[config.mk]
export PLATFORM = sky130hd
export DESIGN_NAME = spi_xfer_ctrl_flat
export DESIGN_NICKNAME = d
export VERILOG_FILES = /design/src/rtl/spi_pkg.sv /design/src/rtl/spi_xfer_ctrl_if.sv /design/src/rtl/spi_sync_fifo.sv /design/src/rtl/spi_xfer_ctrl.sv /design/src/flat_wrapper.sv
export SDC_FILE = /design/constraint.sdc
export NUM_CORES = 1
export LEC_CHECK = 0
export BUFFER_PORTS_ARGS = -buffer_cell sky130_fd_sc_hd__buf_2
export CELL_PAD_IN_SITES_DETAIL_PLACEMENT = 0
export CELL_PAD_IN_SITES_GLOBAL_PLACEMENT = 1
export CORE_MARGIN = 2
export CORE_UTILIZATION = 44
export DETAILED_ROUTE_END_ITERATION = 8
export GPL_TIMING_DRIVEN = 0
export PLACE_DENSITY_LB_ADDON = 0.1
export SLEW_MARGIN = 25
export SYNTH_ARGS = -nofsm -noshare
export SYNTH_HDL_FRONTEND = slang
export SYNTH_HIERARCHICAL = 1
export SYNTH_SLANG_ARGS = --single-unit
[constraint.sdc]
create_clock -name clk -period 3.6 [get_ports clk]
set_input_delay 0.72 -clock clk [delete_from_list [all_inputs] [get_ports clk]]
set_output_delay 0.72 -clock clk [all_outputs]
set_load 0.05 [all_outputs]
[src/rtl/spi_pkg.sv]
// rtl/spi_pkg.sv - shared types and constants for the SPI transfer controller
package spi_pkg;

    localparam int SPI_BYTE_W = 8;

    typedef logic [SPI_BYTE_W-1:0] byte_t;

    typedef enum logic [1:0] {
        IDLE      = 2'd0,
        START     = 2'd1,
        WAIT_BUSY = 2'd2,
        WAIT_DONE = 2'd3
    } xfer_state_e;

endpackage

[src/rtl/spi_xfer_ctrl_if.sv]
// rtl/spi_xfer_ctrl_if.sv - host byte streams and SPI master start/busy/done handshake
interface spi_xfer_ctrl_if;
    import spi_pkg::*;

    logic  s_tx_valid;
    logic  s_tx_ready;
    byte_t s_tx_data;

    logic  m_rx_valid;
    logic  m_rx_ready;
    byte_t m_rx_data;

    logic  spi_start;
    byte_t spi_tx_data;
    logic  spi_busy;
    logic  spi_done;
    byte_t spi_rx_data;

    // master: the transfer controller's view
    modport master (
        input  s_tx_valid, s_tx_data,
        output s_tx_ready,
        output m_rx_valid, m_rx_data,
        input  m_rx_ready,
        output spi_start, spi_tx_data,
        input  spi_busy, spi_done, spi_rx_data
    );

    modport slave (
        output s_tx_valid, s_tx_data,
        input  s_tx_ready,
        input  m_rx_valid, m_rx_data,
        output m_rx_ready,
        input  spi_start, spi_tx_data,
        output spi_busy, spi_done, spi_rx_data
    );

endinterface

[src/rtl/spi_sync_fifo.sv]
// rtl/spi_sync_fifo.sv - first-word fall-through synchronous FIFO with flush and level
module spi_sync_fifo import spi_pkg::*; #(
    parameter int DEPTH = 8,
    parameter int WIDTH = SPI_BYTE_W
) (
    input  logic                     clk,
    input  logic                     rst_n,
    input  logic                     flush,
    input  logic                     push,
    input  logic [WIDTH-1:0]         push_data,
    input  logic                     pop,
    output logic [WIDTH-1:0]         head,
    output logic                     full,
    output logic                     empty,
    output logic [$clog2(DEPTH):0]   level
);

    localparam int AW = $clog2(DEPTH);

    logic [WIDTH-1:0] mem [DEPTH];
    logic [AW-1:0]    wr_ptr;
    logic [AW-1:0]    rd_ptr;
    logic             do_push;
    logic             do_pop;

    assign do_push = push && !full;
    assign do_pop  = pop && !empty;

    // flush has priority over any same-cycle push or pop
    always_ff @(posedge clk) begin
        if (!rst_n || flush) begin
            wr_ptr <= '0;
            rd_ptr <= '0;
            level  <= '0;
        end else begin
            if (do_push) wr_ptr <= wr_ptr + 1'b1;
            if (do_pop)  rd_ptr <= rd_ptr + 1'b1;
            case ({do_push, do_pop})
                2'b10:   level <= level + 1'b1;
                2'b01:   level <= level - 1'b1;
                default: level <= level;
            endcase
        end
    end

    always_ff @(posedge clk) begin
        if (rst_n && !flush && do_push) mem[wr_ptr] <= push_data;
    end

    assign head  = mem[rd_ptr];
    assign full  = (level == (AW+1)'(DEPTH));
    assign empty = (level == '0);

endmodule

[src/rtl/spi_xfer_ctrl.sv]
// rtl/spi_xfer_ctrl.sv - byte-stream front end that feeds and drains an SPI master
module spi_xfer_ctrl import spi_pkg::*; #(
    parameter int FIFO_DEPTH = 8,
    parameter int BUSY_TMO   = 4
) (
    input  logic                          clk,
    input  logic                          rst_n,
    input  logic                          en,
    input  logic                          flush,
    spi_xfer_ctrl_if.master               bus,
    output logic [$clog2(FIFO_DEPTH):0]   tx_level,
    output logic [$clog2(FIFO_DEPTH):0]   rx_level,
    output logic                          idle,
    output logic                          err_tmo,
    input  logic                          clr_err
);

    localparam int TW = $clog2(BUSY_TMO + 1);

    localparam logic [1:0] S_IDLE      = IDLE;
    localparam logic [1:0] S_START     = START;
    localparam logic [1:0] S_WAIT_BUSY = WAIT_BUSY;
    localparam logic [1:0] S_WAIT_DONE = WAIT_DONE;

    logic [1:0]    state;
    logic [TW-1:0] tmo_cnt;
    byte_t         tx_head;
    byte_t         rx_head;
    logic          tx_full, tx_empty;
    logic          rx_full, rx_empty;
    logic          launch;
    logic          timeout;
    logic          rx_push;

    // RX space is reserved before launch, so a result always has a slot
    assign launch  = (state == S_IDLE) && en && !tx_empty && !rx_full && !bus.spi_busy;
    assign timeout = (state == S_WAIT_BUSY) && !bus.spi_busy && (tmo_cnt == TW'(BUSY_TMO - 1));
    assign rx_push = (state == S_WAIT_DONE) && bus.spi_done;

    spi_sync_fifo #(.DEPTH(FIFO_DEPTH), .WIDTH(SPI_BYTE_W)) u_tx_fifo (
        .clk       (clk),
        .rst_n     (rst_n),
        .flush     (flush),
        .push      (bus.s_tx_valid),
        .push_data (bus.s_tx_data),
        .pop       (launch),
        .head      (tx_head),
        .full      (tx_full),
        .empty     (tx_empty),
        .level     (tx_level)
    );

    spi_sync_fifo #(.DEPTH(FIFO_DEPTH), .WIDTH(SPI_BYTE_W)) u_rx_fifo (
        .clk       (clk),
        .rst_n     (rst_n),
        .flush     (flush),
        .push      (rx_push),
        .push_data (bus.spi_rx_data),
        .pop       (bus.m_rx_ready),
        .head      (rx_head),
        .full      (rx_full),
        .empty     (rx_empty),
        .level     (rx_level)
    );

    assign bus.s_tx_ready = !tx_full;
    assign bus.m_rx_valid = !rx_empty;
    assign bus.m_rx_data  = rx_head;

    always_ff @(posedge clk) begin
        if (!rst_n) begin
            state           <= S_IDLE;
            bus.spi_start   <= 1'b0;
            bus.spi_tx_data <= '0;
            tmo_cnt         <= '0;
        end else begin
            case (state)
                S_IDLE: begin
                    if (launch) begin
                        state           <= S_START;
                        bus.spi_start   <= 1'b1;
                        bus.spi_tx_data <= tx_head;
                    end
                end
                S_START: begin
                    state         <= S_WAIT_BUSY;
                    bus.spi_start <= 1'b0;
                    tmo_cnt       <= '0;
                end
                S_WAIT_BUSY: begin
                    // a timed-out byte is dropped; nothing reaches the RX FIFO
                    if (bus.spi_busy)  state <= S_WAIT_DONE;
                    else if (timeout)  state <= S_IDLE;
                    else               tmo_cnt <= tmo_cnt + 1'b1;
                end
                S_WAIT_DONE: begin
                    if (bus.spi_done) state <= S_IDLE;
                end
                default: state <= S_IDLE;
            endcase
        end
    end

    always_ff @(posedge clk) begin
        if (!rst_n)       err_tmo <= 1'b0;
        else if (timeout) err_tmo <= 1'b1;
        else if (clr_err) err_tmo <= 1'b0;
    end

    assign idle = (state == S_IDLE) && tx_empty;

    a_start_single: assert property (@(posedge clk) disable iff (!rst_n)
        bus.spi_start |=> !bus.spi_start);

    a_rx_no_overflow: assert property (@(posedge clk) disable iff (!rst_n)
        rx_push |-> !rx_full);

endmodule

[src/flat_wrapper.sv]
// flat-port wrapper written by rule: the top's interface ports become plain ports
module spi_xfer_ctrl_flat import spi_pkg::*;
#(
    parameter int FIFO_DEPTH = 8,
    parameter int BUSY_TMO   = 4
)
  (clk, rst_n, en, flush, tx_level, rx_level, idle, err_tmo, clr_err, bus_s_tx_valid, bus_s_tx_data, bus_s_tx_ready, bus_m_rx_valid, bus_m_rx_data, bus_m_rx_ready, bus_spi_start, bus_spi_tx_data, bus_spi_busy, bus_spi_done, bus_spi_rx_data);
  spi_xfer_ctrl_if bus_i ();
  input  logic clk;
  input  logic rst_n;
  input  logic en;
  input  logic flush;
  output logic [$clog2(FIFO_DEPTH):0] tx_level;
  output logic [$clog2(FIFO_DEPTH):0] rx_level;
  output logic idle;
  output logic err_tmo;
  input  logic clr_err;
  input wire logic [$bits(bus_i.s_tx_valid)-1:0] bus_s_tx_valid;
  input wire logic [$bits(bus_i.s_tx_data)-1:0] bus_s_tx_data;
  output wire logic [$bits(bus_i.s_tx_ready)-1:0] bus_s_tx_ready;
  output wire logic [$bits(bus_i.m_rx_valid)-1:0] bus_m_rx_valid;
  output wire logic [$bits(bus_i.m_rx_data)-1:0] bus_m_rx_data;
  input wire logic [$bits(bus_i.m_rx_ready)-1:0] bus_m_rx_ready;
  output wire logic [$bits(bus_i.spi_start)-1:0] bus_spi_start;
  output wire logic [$bits(bus_i.spi_tx_data)-1:0] bus_spi_tx_data;
  input wire logic [$bits(bus_i.spi_busy)-1:0] bus_spi_busy;
  input wire logic [$bits(bus_i.spi_done)-1:0] bus_spi_done;
  input wire logic [$bits(bus_i.spi_rx_data)-1:0] bus_spi_rx_data;
  assign bus_i.s_tx_valid = bus_s_tx_valid;
  assign bus_i.s_tx_data = bus_s_tx_data;
  assign bus_s_tx_ready = bus_i.s_tx_ready;
  assign bus_m_rx_valid = bus_i.m_rx_valid;
  assign bus_m_rx_data = bus_i.m_rx_data;
  assign bus_i.m_rx_ready = bus_m_rx_ready;
  assign bus_spi_start = bus_i.spi_start;
  assign bus_spi_tx_data = bus_i.spi_tx_data;
  assign bus_i.spi_busy = bus_spi_busy;
  assign bus_i.spi_done = bus_spi_done;
  assign bus_i.spi_rx_data = bus_spi_rx_data;
  spi_xfer_ctrl #(.FIFO_DEPTH(FIFO_DEPTH), .BUSY_TMO(BUSY_TMO)) u_core (.clk(clk), .rst_n(rst_n), .en(en), .flush(flush), .bus(bus_i), .tx_level(tx_level), .rx_level(rx_level), .idle(idle), .err_tmo(err_tmo), .clr_err(clr_err));
endmodule
==> metrics.log, run 1 <==
INFO  metric dr.pass1.iters = 4
INFO  metric setup_violations = 0
INFO  metric period_needed = 2960 ps
INFO  metric grt_first_pass_wirelength = 19100 um
INFO  metric synth_fp_nets = 456
INFO  metric detail_route.iter0.violations = 198
INFO  metric grt_usage = 15.7%
INFO  metric rsz0062_at_grt = no
INFO  metric dr_total_vias = 3648
INFO  metric skew = 8.67 ps
INFO  metric timing.setup.critical_path_class = flip-flop to output port
INFO  metric max_slew.worst_pin.slew = 945 ps
INFO  metric die_w = 130 um
INFO  metric synth-edff-count = 128
INFO  metric max_transition_margin = 36.8%
INFO  metric detailedPlace.worstSlack = 599 ps
INFO  metric clkTransAtPathRegs = 60 ps
INFO  metric avg_wl_per_cell = 17.1 um
INFO  metric clock_sinks = 169
INFO  metric total_leakage_power = 2.79 nW
INFO  metric yosysWarningCount = 6
INFO  metric synth.most_common_cell = sky130_fd_sc_hd__edfxtp_1
INFO  metric detail_route.wirelength = 12200 um
INFO  metric cts-resized-gates = 0
INFO  metric vdd_drop_max = 0.349 mV
INFO  metric finalHoldViolations = 0
INFO  metric flow.area_growth_from_synthesis = 16.0%
INFO  metric netlist_top_cells_count = sky130_fd_sc_hd__edfxtp_1 (128), sky130_fd_sc_hd__dfxtp_1 (41), sky130_fd_sc_hd__nor2_1 (37)
INFO  metric fin_crit_sh = 82.3%
INFO  metric worst_slack = 637 ps
INFO  metric design.portCount = 54
INFO  metric cp-start-kind = flip-flop
INFO  metric synth_largest_area_cell = sky130_fd_sc_hd__edfxtp_1
INFO  metric layout.cells.non_filler = 715
INFO  metric worst_setup_path_end_kind = output port
INFO  metric fmaxAchievable = 337 MHz
INFO  metric detailed_placement_hpwl = 8260 um
INFO  metric initial_util = 45.4%
INFO  metric nFillCells = 1293
INFO  metric critical_path_required = 2880 ps
INFO  metric number_of_distinct_standard_cells_referenced_by_the_synthesized_netlist = 43
INFO  metric postRouteAntennaNets = 0
INFO  metric port_buffers = 53
INFO  metric rows = 45
INFO  metric nets = 530
INFO  metric antenna_found_initial = 0
INFO  metric layout.core_utilization = 52.6%
INFO  metric die_area = 0.0168 mm2
INFO  metric route.detailed.vias_per_inst = 5.10
INFO  metric timing.max_cap.violations = 0
INFO  metric cts_hold_buffers = 0
INFO  metric synthesis.area = 0.00695 mm2
INFO  metric worst_skew_pair.late_latency = 420 ps
INFO  metric yosysSeqAreaShare = 67.1%
INFO  metric cts-buffers-inserted = 17
INFO  metric grt_pass1_vias = 3598
INFO  metric timing.critical_path.fanout_max = 10
INFO  metric drive_above_1_share = 22.4%
INFO  metric share_of_synthesized_registers_carrying_an_async_set_or_reset = 0%
INFO  metric cts_max_path_buffers = 2
INFO  metric ys_dominant_reg_cell = sky130_fd_sc_hd__edfxtp_1
INFO  metric worstPathArrival = 2240 ps
INFO  metric timing.final.max_slew_violations = 0
INFO  metric largest_net_degree_at_the_start_of_global_routing = 17
INFO  metric globalRouteOverflowTotal = 0
INFO  metric syn_area_per_cell = 16.7 um2
INFO  metric postSynthRegisterBits = 169
INFO  metric run_status = finished, final reports clean
INFO  metric dieHeight = 130 um
INFO  metric route.detailed.drc = 0
INFO  metric htree_levels = 4
INFO  metric clk_root_buffer_cell = sky130_fd_sc_hd__clkbuf_16
INFO  metric tritoncts = yes
INFO  metric coreArea = 0.0153 mm2
INFO  metric postSynthCellCount = 417
INFO  metric fin_setup_tns = 0 ps
INFO  metric antenna-diode-count = 0
INFO  metric fraction_of_post_synthesis_cell_area_in_the_top_cell_type_by_area = 55.3%
INFO  metric number_of_buffers_inserted_to_repair_setup_after_cts = 0
INFO  metric post_place_cells = 683
INFO  metric place.gp.congestion = 0.749
INFO  metric synth_area_leaders = sky130_fd_sc_hd__edfxtp_1 (55%), sky130_fd_sc_hd__dfxtp_1 (12%), sky130_fd_sc_hd__mux4_1 (11%)
INFO  metric ff2ff_setup_slack = 670 ps
INFO  metric min-delay-path-class = flip-flop to flip-flop
INFO  metric pwr_density_cell = 484 mW/mm2
-- path summary, 6_finish.rpt --
path / cells after the start / to / start
max: 5 / bus_m_rx_data[1] / flip-flop
min: 2 / u_core/bus.spi_tx_data[6] / u_core/bus.spi_tx_data[6]
max reg2reg: 11 / u_core/u_tx_fifo/level[3] / u_core/u_rx_fifo/level[0]
min reg2reg: 2 / u_core/bus.spi_tx_data[6] / u_core/bus.spi_tx_data[6]
-- worst max-delay path, stage by stage, from the launching register on --
cell	delay (ps)
sky130_fd_sc_hd__dfxtp_1	300
sky130_fd_sc_hd__clkbuf_1	350
sky130_fd_sc_hd__buf_2	350
sky130_fd_sc_hd__mux4_1	320
sky130_fd_sc_hd__mux2_2	290
sky130_fd_sc_hd__buf_2	210
-- placed cells by master, fill, tap and decap left out, types with 3 or more instances in the layout --
cell type                      n
sky130_fd_sc_hd__a211oi_1      3
sky130_fd_sc_hd__a21oi_1       8
sky130_fd_sc_hd__buf_2        56
sky130_fd_sc_hd__buf_6         3
sky130_fd_sc_hd__clkbuf_1     13
sky130_fd_sc_hd__clkbuf_16    17
sky130_fd_sc_hd__clkinv_1      4
sky130_fd_sc_hd__clkinvlp_4    3
sky130_fd_sc_hd__dfxtp_1      41
sky130_fd_sc_hd__edfxtp_1    128
sky130_fd_sc_hd__ha_1         12
sky130_fd_sc_hd__inv_1        14
sky130_fd_sc_hd__mux2_2       16
sky130_fd_sc_hd__mux2i_1      10
sky130_fd_sc_hd__mux4_1       30
sky130_fd_sc_hd__nand2_1      28
sky130_fd_sc_hd__nand2b_1      7
sky130_fd_sc_hd__nand3_1      10
sky130_fd_sc_hd__nor2_1       37
sky130_fd_sc_hd__nor2b_1       3
sky130_fd_sc_hd__nor3_2        4
sky130_fd_sc_hd__o21ai_0       5
sky130_fd_sc_hd__xor2_1       10
-- flip-flops by register name, summed over array words and instances (netlist names), 4 cells and up, named ones only --
register / cells
u_core/bus.spi_tx_data: 8
u_core/u_rx_fifo/level: 4
u_core/u_rx_fifo/mem: 64
u_core/u_tx_fifo/level: 4
u_core/u_tx_fifo/mem: 64
-- kinds of logic after synthesis --
group | share of synthesized area (%)
flops | 67.1
simple gates | 7.65
mux | 16.0
buf+inv | 2.57
compound gates | 2.38
fa+ha+maj | 2.74
xor+xnor | 1.51
-- power by group --
group | leakage, nW | total [mW] | internal [mW] | switching [mW]
Combinational | 1.05 | 0.0941 | 0.0300 | 0.0642
Sequential | 1.48 | 2.11 | 2.10 | 0.00555
Clock | 0.254 | 1.70 | 1.01 | 0.688
Total | 2.79 | 3.90 | 3.14 | 0.758
-- routing by layer --
| layer | vias up | wire, um | track usage [%] | part of all wire [%] |
|---|---|---|---|---|
| met5 | - | 0 | 0 | 0 |
| met4 | 0 | 197 | 6.45 | 1.6 |
| met3 | 18 | 356 | 4.00 | 2.9 |
| met2 | 44 | 6450 | 28.1 | 53 |
| met1 | 1813 | 5230 | 17.9 | 43 |
| li1 | 1773 | - | - | - |
-- area by class of cell --
class,instances,area [um2],area share [%]
Sequential cell,169,4660,57.9
Timing Repair Buffer,55,280,3.48
Tap cell,211,264,3.28
Multi-Input combinational cell,216,2130,26.4
Clock buffer,22,444,5.51
Clock inverter,10,103,1.27
Inverter,14,52.6,0.652
Buffer,18,126,1.57
-- metrics by stage --
step | instance area (um2) | total power [mW] | hold slack [ps]
final | 8060 | 3.90 | 459
after floorplan | 6950 | 2.20 | 447
after global placement | 7480 | 2.24 | 447
after detailed placement | 7510 | 2.24 | 452
after CTS | 8060 | 3.95 | 465
after global routing | 8060 | 4.03 | 477
Power figures use the tool's default switching activity.
==> run 2: changes to the inputs <==
Clock period 3.6 ns to 2.6 ns, I/O delays scaled along.
==> metrics.log, run 2 (synthesis results as in run 1) <==
INFO  metric run_status = finished, final reports clean
INFO  metric critPathMaxStageDelay = 560 ps
INFO  metric grt_first_pass_wirelength = 20100 um
INFO  metric htree_levels = 4
INFO  metric timing.max_cap.violations = 0
INFO  metric worstPathArrival = 2000 ps
INFO  metric layout.cells.non_filler = 720
INFO  metric fmaxAchievable = 397 MHz
INFO  metric period_needed = 2520 ps
INFO  metric worst_hold_startpoint = bus_spi_rx_data[6]
INFO  metric fin_crit_sh = 96.8%
INFO  metric route.detailed.vias_per_inst = 5.13
INFO  metric place.gp.congestion = 0.703
INFO  metric initial_util = 45.4%
INFO  metric dr.pass1.iters = 4
INFO  metric antenna_found_initial = 0
INFO  metric cts_max_path_buffers = 2
INFO  metric crit_path_top_delay_cell = sky130_fd_sc_hd__mux4_1
INFO  metric total_leakage_power = 2.89 nW
INFO  metric port_buffers = 53
INFO  metric detail_route.wirelength = 12900 um
INFO  metric cp_cell_sequence = buf_6 -> buf_12 -> mux4_1 -> mux2_2 -> buf_6
INFO  metric timing.final.max_slew_violations = 0
INFO  metric max_slew.worst_pin.slew = 991 ps
INFO  metric regToRegStartpoint = u_core/state[0]
INFO  metric coreArea = 0.0153 mm2
INFO  metric clk_root_buffer_cell = sky130_fd_sc_hd__clkbuf_16
INFO  metric finalHoldViolations = 0
INFO  metric rows = 45
INFO  metric postRouteAntennaNets = 0
INFO  metric route.detailed.drc = 0
INFO  metric sequential_cell_area = 0.00468 mm2
INFO  metric tritoncts = yes
INFO  metric min-delay-path-class = input port to flip-flop
INFO  metric timing.setup.critical_path_class = flip-flop to output port
INFO  metric post_place_cells = 682
INFO  metric detail_route.iter0.violations = 211
INFO  metric drive_above_1_share = 27.5%
INFO  metric worst-path-buf-inv = 3
INFO  metric timing.critical_path.fanout_max = 5
INFO  metric clkTransAtPathRegs = 60 ps
INFO  metric cp-start-kind = flip-flop
INFO  metric power.total = 5.72 mW
INFO  metric pwr_density_cell = 688 mW/mm2
INFO  metric vdd_drop_max = 0.952 mV
INFO  metric avg_wl_per_cell = 17.9 um
INFO  metric layout.core_utilization = 54.4%
INFO  metric skew = 9.65 ps
INFO  metric critical_path_required = 2080 ps
INFO  metric biggestRegsByFlops = u_core/u_rx_fifo/mem: 64 flops, u_core/u_tx_fifo/mem: 64 flops, u_core/bus.spi_tx_data: 8 flops
INFO  metric worst_hold_path.num_cells = 1
INFO  metric mostFrequentLayoutCell = sky130_fd_sc_hd__edfxtp_1
INFO  metric dr_total_vias = 3696
INFO  metric grt_pass1_vias = 3768
INFO  metric grt_usage = 16.4%
INFO  metric detailed_placement_hpwl = 8460 um
INFO  metric worst_setup_path_end_kind = output port
INFO  metric setup_violations = 0
INFO  metric worstSetupPathDepth = 5
INFO  metric multi_input_comb_area = 0.00218 mm2
INFO  metric antenna-diode-count = 0
INFO  metric reg2reg_depth = 4
INFO  metric nets = 535
INFO  metric cell_family_with_most_cp_delay = multiplexers
INFO  metric clock_sinks = 169
INFO  metric nFillCells = 1231
INFO  metric flow.area_growth_from_synthesis = 19.8%
INFO  metric rsz0062_at_grt = yes
INFO  metric worst_skew_pair.late_latency = 420 ps
INFO  metric cts-buffers-inserted = 17
INFO  metric most_used_cells_in_the_layout_excluding_fill_and_tap_cells = sky130_fd_sc_hd__edfxtp_1 (128), sky130_fd_sc_hd__buf_2 (47), sky130_fd_sc_hd__nor2_1 (36)
INFO  metric largest_net_degree_at_the_start_of_global_routing = 17
INFO  metric design.portCount = 54
INFO  metric die_area = 0.0168 mm2
INFO  metric max_transition_margin = 33.7%
INFO  metric critPathMostFrequentCell = sky130_fd_sc_hd__buf_6
INFO  metric die_w = 130 um
INFO  metric globalRouteOverflowTotal = 0
INFO  metric dieHeight = 130 um
==> run 2: per-layer routing <==
metal,vias up,part of all wire [%],GRT usage (%)
met3,7,2.9,4.54
li1,1778,-,-
met4,0,0.82,4.17
met5,-,0,0
met2,47,53,28.8
met1,1864,43,19.9
==> run 2: report_power, final <==
part / switching [mW] / internal, mW
sequential: 0.00808 / 2.91
combinational: 0.0903 / 0.0418
clock: 0.986 / 1.69
==> run 2: timing repair <==
action,in CTS,in global routing
resized for setup,6,26
hold buffers,0,0
setup endpoints to repair,11,19
endpoints found under the hold margin,0,0
cloned,0,1
buffers inserted,4,3
pin swaps,2,0
==> run 2: through the flow <==
| stage | area [um2] | TNS [ps] | hold slack, ps | worst slack, ps |
|---|---|---|---|---|
| CTS | 8210 | -1.57 | 359 | -1.57 |
| global placement | 7510 | -4960 | 445 | -306 |
| detailed placement | 7540 | -850 | 449 | -170 |
| floorplan | 6980 | -61.5 | 447 | -61.5 |
| finish | 8330 | 0 | 375 | 83.5 |
| global route | 8330 | -9.38 | 377 | -5.32 |
==> run 2: worst paths after layout <==
kind                                                   end  slack [ps]
worst max register to register  u_core/u_rx_fifo/mem[6][3]         140
worst min-delay path            u_core/u_rx_fifo/mem[6][6]         370
worst max-delay path                      bus_m_rx_data[7]          80
worst min register to register   u_core/bus.spi_tx_data[5]         460
==> run 2: cell type report <==
type                    instances  share of cell area (%)
inverters                      14                   0.631
flip-flops and latches        169                    56.3
clock inverters                14                    2.45
clock buffers                  18                    5.15
plain buffers                  16                    1.37
multi-input cells             216                    26.2
well taps                     211                    3.17
repair buffers                 62                    4.81
